$ cat src/rtl/mux_scan_sequencer.sv
// mux_scan_sequencer: steps a bank of 74352-style inverting muxes through
// every input, re-inverts the sampled Y_bar lines and publishes one parallel
// word per block with a Busy/Done handshake.
module mux_scan_sequencer #(
    parameter int BLOCKS       = 2,
    parameter int WIDTH_IN     = 4,
    parameter int WIDTH_SELECT = $clog2(WIDTH_IN),
    parameter int DELAY_RISE   = 0,
    parameter int DELAY_FALL   = 0
) (
    input  logic                       Clk,
    input  logic                       Clear_bar,
    input  logic                       Start,
    input  logic                       Continuous,
    input  logic [BLOCKS-1:0]          Y_bar_in,
    output logic [WIDTH_SELECT-1:0]    Select,
    output logic [BLOCKS-1:0]          Enable_bar,
    output logic [WIDTH_IN*BLOCKS-1:0] Data_2D,
    output logic                       Busy,
    output logic                       Done
);

    // Output delays are a board-level timing budget (mux path plus delays
    // must fit in one clock); they have no RTL representation, only a
    // sanity check on the configuration.
    if (WIDTH_IN < 2 || DELAY_RISE < 0 || DELAY_FALL < 0) begin : g_bad_cfg
        $error("mux_scan_sequencer: WIDTH_IN must be >= 2 and delays >= 0");
    end

    typedef enum logic {
        IDLE = 1'b0,
        SCAN = 1'b1
    } state_t;

    localparam logic [WIDTH_SELECT-1:0] LAST_SEL = WIDTH_SELECT'(WIDTH_IN - 1);

    state_t                       state_q,  state_d;
    logic [WIDTH_SELECT-1:0]      select_q, select_d;
    logic [WIDTH_IN*BLOCKS-1:0]   shadow_q, shadow_d;
    logic [WIDTH_IN*BLOCKS-1:0]   data_q,   data_d;
    logic                         done_q,   done_d;

    // State, select counter, shadow and published word registers
    always_ff @(posedge Clk or negedge Clear_bar) begin
        if (!Clear_bar) begin
            state_q  <= IDLE;
            select_q <= '0;
            shadow_q <= '0;
            data_q   <= '0;
            done_q   <= 1'b0;
        end else begin
            state_q  <= state_d;
            select_q <= select_d;
            shadow_q <= shadow_d;
            data_q   <= data_d;
            done_q   <= done_d;
        end
    end

    // Next-state: accept Start in IDLE, sample one mux input per step in SCAN
    always_comb begin
        state_d  = state_q;
        select_d = select_q;
        shadow_d = shadow_q;
        data_d   = data_q;
        done_d   = 1'b0;

        unique case (state_q)
            IDLE: begin
                select_d = '0;
                if (Start) begin
                    state_d = SCAN;
                end
            end
            SCAN: begin
                for (int unsigned b = 0; b < BLOCKS; b++) begin
                    shadow_d[b*WIDTH_IN + int'(select_q)] = ~Y_bar_in[b];
                end
                if (select_q == LAST_SEL) begin
                    // Publish the shadow with this edge's bits already merged
                    data_d   = shadow_d;
                    done_d   = 1'b1;
                    select_d = '0;
                    state_d  = Continuous ? SCAN : IDLE;
                end else begin
                    select_d = select_q + WIDTH_SELECT'(1);
                end
            end
            default: begin
                state_d = IDLE;
            end
        endcase
    end

    // Outputs decoded from registered state only
    always_comb begin
        Busy       = (state_q == SCAN);
        Enable_bar = (state_q == SCAN) ? '0 : '1;
        Select     = select_q;
        Data_2D    = data_q;
        Done       = done_q;
    end

endmodule

$ cat config.mk
export PLATFORM = sky130hd
export DESIGN_NAME = mux_scan_sequencer
export DESIGN_NICKNAME = d
export VERILOG_FILES = /design/src/rtl/mux_scan_sequencer.sv
export SDC_FILE = /design/constraint.sdc
export NUM_CORES = 1
export LEC_CHECK = 0
export CAP_MARGIN = 20
export CORE_MARGIN = 2
export CORE_UTILIZATION = 36
export CTS_CLUSTER_SIZE = 12
export DETAILED_ROUTE_END_ITERATION = 8
export PLACE_DENSITY = 0.66
export RECOVER_POWER = 50
export SLEW_MARGIN = 20
export SYNTH_ARGS = -nofsm -noshare
export SYNTH_HDL_FRONTEND = slang
export SYNTH_SLANG_ARGS = --single-unit
$ cat constraint.sdc
create_clock -name Clk -period 1.4 [get_ports Clk]
set_input_delay 0.21 -clock Clk [delete_from_list [all_inputs] [get_ports Clk]]
set_output_delay 0.21 -clock Clk [all_outputs]
set_load 0.02 [all_outputs]
After elaboration in Yosys (flattened, before gate mapping)
Cells that the tools add are included.

word-level totals
  register bits = 20
  input port bits = 6
  output and inout port bits = 14
  logic and storage cells = 33

operators by class
  bitwise operators = 3
  reduce and logical (&&, ||, !) cells = 3
  $add $sub $neg = 2
  equality and inequality tests = 1
  magnitude comparators = 4
  muxes and demuxes = 15

operator list
  cell                                                                           number
  8-bit bitwise mux                                                              2
  1-bit two-way mux                                                              7
  3-bit by 2-bit adder with 4-bit output (first input constant)                  1
  4-bit by 1-bit >= comparator with 1-bit output (second input constant)         1
  2-bit by 4-bit less-than comparator with 1-bit output (second input constant)  1
  4-bit less-than comparator (second input constant)                             1
  2-bit two-way mux                                                              2
  2-bit one-hot mux with 2 select lines                                          1
  1-bit demux with 3-bit select                                                  1
  1-bit inverter                                                                 3
  2-bit by 1-bit adder with 2-bit output (second input constant)                 1
  1-bit demux with 2-bit select                                                  1
  2-bit == test (second input constant)                                          1
  2-bit by 1-bit >= comparator with 1-bit output (second input constant)         1
  1-bit logical AND                                                              2
  1-bit one-hot mux with 2 select lines                                          1
  2-bit AND reduction                                                            1

Logic depth before layout (Yosys ltp)
  depth after elaboration = 6
  mapped depth = 5
  gate-level depth less buffers = 4

Worst setup path after synthesis
OpenSTA, ideal clock, no wires.

  path type = register to register
  start point = reg select_q[0] (netlist: Select[0])
  end point = reg data_q[3] (netlist: Data_2D[3])
  library setup time = 118 ps
  period minus slack after synthesis = 1308 ps
  arrival = 1190 ps
  path slack = 92 ps
  data required time = 1282 ps
  cell stages (with the launch flop) = 5
  cell sequence = dfrtp_1 > ha_1 > buf_2 > and3b_2 > a21o_1

between the ends
  longest elaborated chain between the ends = 6
  elaborated cells on any way between the ends = 15

ends and longest elaborated chain
  item                                                                                             line  RTL
  start: declaration                                                                               38    logic [WIDTH_SELECT-1:0] select_q, select_d;
  start signal: assignment                                                                         53    select_q <= select_d;
  3-bit by 2-bit adder with 4-bit output (tied with other cells)                                   77    shadow_d[b*WIDTH_IN + int'(select_q)] = ~Y_bar_in[b];
  4-bit by 1-bit >= comparator with 1-bit output (not written as such) (tied with other cells)     77
  1-bit logical AND (not written as such) / 1-bit two-way mux (equally long branches)              77
  1-bit two-way mux (not written as such) / 1-bit demux with 2-bit select (equally long branches)  77
  1-bit demux with 3-bit select / 8-bit bitwise mux (equally long branches)                        77
  8-bit bitwise mux                                                                                77
  end signal: assignment                                                                           55    data_q <= data_d;
  end: declaration                                                                                 40    logic [WIDTH_IN*BLOCKS-1:0] data_q, data_d;

Parallel ways exist; a longest one is shown, timed or not.
A chain may end at the register's enable or synchronous reset.

Final worst setup path
  start point = reg state_q (netlist: Busy)
  end point = out Enable_bar[0]

between the ends
  longest elaborated chain between the ends = 1

ends and longest elaborated chain
  item                      line  RTL
  start: declaration        37    state_t state_q, state_d;
  start signal: assignment  52    state_q <= state_d;
  2-bit two-way mux         98    Enable_bar = (state_q == SCAN) ? '0 : '1;
  end: declaration          17    output logic [BLOCKS-1:0] Enable_bar,

No other way between the ends.

==> flow_summary.json <==
{
  "outcome": "finished clean",
  "leakagePower_nw": 0.557,
  "root_buffer": "clkbuf_4",
  "required_ns": 1.19,
  "die_x_um": 52.5,
  "fp.dieH_um": 52.5,
  "wl_um": 1580,
  "nNetsFinal": 111,
  "io_pins": 20,
  "yosysUniqueCellTypes": 20,
  "path_clk_slew_ns": 0.11,
  "clock_latency_ns": 0.28,
  "grt_overflow": 0,
  "vias_per_cell": 4.56,
  "reg2reg_slack_ns": 0.16,
  "layout_common_cells": "dfrtp_1, dlygate4sd2_1, nand2b_1",
  "clock.fmax_ghz": 0.753,
  "setup_viol": 0,
  "ys_ff_latch": 18,
  "clk_path_buf_depth": 2,
  "grt_pass1_vias": 555,
  "fin_crit_sh_pct": 94.9,
  "hold_buffers": 0,
  "ctsResizeCount": 14,
  "drive_gt1_share_pct": 14.0,
  "worst_pin_slew_ns": 0.957,
  "io_buffers": 19,
  "drc": 0,
  "grtUsageTotal_pct": 13.2,
  "holdWs_ns": 0.481,
  "synth.avg_cell_area_sq_um": 11.1,
  "rsz0062_at_grt": "false",
  "ir_drop_uv": 1130,
  "ctsHtreeMaxLevel": 1,
  "core-area_sq_um": 2210,
  "postCtsSetupBuffers": 0,
  "skew_ns": 0.00547,
  "initial_core_util_pct": 38.3,
  "antenna_found_initial": 0,
  "num_antenna_cells": 0,
  "grt_pass1_wl_um": 2660,
  "hold_path.class": "reg -> reg",
  "place.detailed.hpwl_um": 1190,
  "ant_nets": 0,
  "final_common_cell": "dfrtp_1",
  "start_kind": "flip-flop",
  "ys_seq_area_share_pct": 53.2,
  "yosys_warnings": 0,
  "area_growth_pct": 28.5,
  "cp-end-kind": "output port",
  "drt_pre_antenna_iters": 4,
  "synth_cells": 76,
  "synth_area_sq_um": 847,
  "wl_per_cell_um": 12.3,
  "rows": 17,
  "relSlewSlack_pct": 36.2,
  "cts_tree": "built",
  "dieArea_sq_um": 2760,
  "critical_path_class": "reg -> out",
  "drt_iter0_drc": 8,
  "grt_start_max_net_pins": 19,
  "nFillCells": 223,
  "power.density_nw_per_um2": 2330,
  "cts_sinks": 18,
  "crit_path_max_fanout": 3,
  "numCtsBuffers": 3,
  "hold_violations": 0,
  "fin_tns_setup_ns": 0,
  "arrival_ns": 1.12,
  "mappedNetlistNets": 86,
  "slew_violations": 0,
  "gp_congestion": 0.752,
  "vias": 584,
  "fin_crit_ns": 1.33,
  "maxCapViolations": 0
}
final timing paths:
kind	cells after the start	to	startpoint
hold / removal	1	Data_2D[7]$_DFFE_PN0P_	Data_2D[7]$_DFFE_PN0P_
max in group asynchronous	2	Data_2D[4]$_DFFE_PN0P_	Clear_bar
setup reg to reg	4	Data_2D[0]$_DFFE_PN0P_	Select[0]$_DFF_PN0_
min in group asynchronous	2	shadow_q[4]$_DFFE_PN0P_	Clear_bar
setup / recovery	2	Enable_bar[0]	Busy$_DFF_PN0_
hold reg to reg	1	Data_2D[7]$_DFFE_PN0P_	Data_2D[7]$_DFFE_PN0P_
logic make-up (layout without fill, tap and decap cells):
kind of cell,Yosys count,in the layout,share of synthesized area (%)
simple gates,20,20,15.8
flops,18,18,53.2
compound gates,15,15,10.8
buf+inv,13,37,7.24
mux,6,6,7.09
fa+ha+maj,4,4,5.91
synth_stat cells:
library cell,n,share of area [%]
nand2b_1,10,7.4
a21o_1,2,1.8
inv_2,1,0.44
a21oi_1,6,3.5
nor3_1,1,0.59
dfrtp_1,18,53
a31oi_1,6,4.4
mux2i_1,6,7.1
nand2_4,1,1.3
buf_2,1,0.59
o22a_1,1,1.0
or2b_1,2,1.8
inv_1,9,4.0
and2_1,1,0.74
nand2_1,2,0.89
nand2_2,1,0.74
buf_4,1,0.89
ha_1,4,5.9
buf_6,1,1.3
and3b_2,2,2.4
per-stage QoR:
step | power [W] | setup WS (ns) | area, sq um | instances | utilization [%]
finish | 0.00253 | 0.0713 | 1090 | 128 | 49.2
global route | 0.00275 | 0.00338 | 1090 | 128 | 49.2
CTS | 0.00258 | 0.0194 | 1100 | 128 | 49.6
detailed placement | 0.00240 | 0.0652 | 1080 | 124 | 48.8
global placement | 0.00237 | 0.0626 | 1080 | 124 | 48.8
floorplan | 0.00186 | 0.0918 | 847 | 76 | -
where the power goes:
part           switching, W  internal, W  total [W]
clock              0.000157     0.000158   0.000315
combinational      0.000728     0.000559    0.00129
sequential         0.000152     0.000778   0.000929
area by class of cell:
type / instances / area [sq um] / area share, %
clock buffers: 4 / 36.3 / 3.33
inverters: 10 / 37.5 / 3.45
multi-input cells: 45 / 333 / 30.6
flip-flops and latches: 18 / 450 / 41.4
well taps: 28 / 35.0 / 3.22
repair buffers: 23 / 196 / 18.0
sequential cells by signal (all words and copies together) (netlist names):
register  flops
Data_2D       8
shadow_q      6
Select        2
Busy          1
Done          1
worst max-delay path, stage by stage (launching register included):
cell and delay (ns):
dfrtp_1 0.42, inv_1 0.10, clkdlybuf4s15_1 0.31
per-layer routing:
metal / vias up / share of wire [%] / track usage [%]
met3: 2 / 2.6 / 2.57
met5: - / 0 / 0
met2: 6 / 47 / 20.0
li1: 300 / - / -
met1: 276 / 49 / 19.2
met4: 0 / 0.82 / 3.85
(Power assumes the default switching activity.)
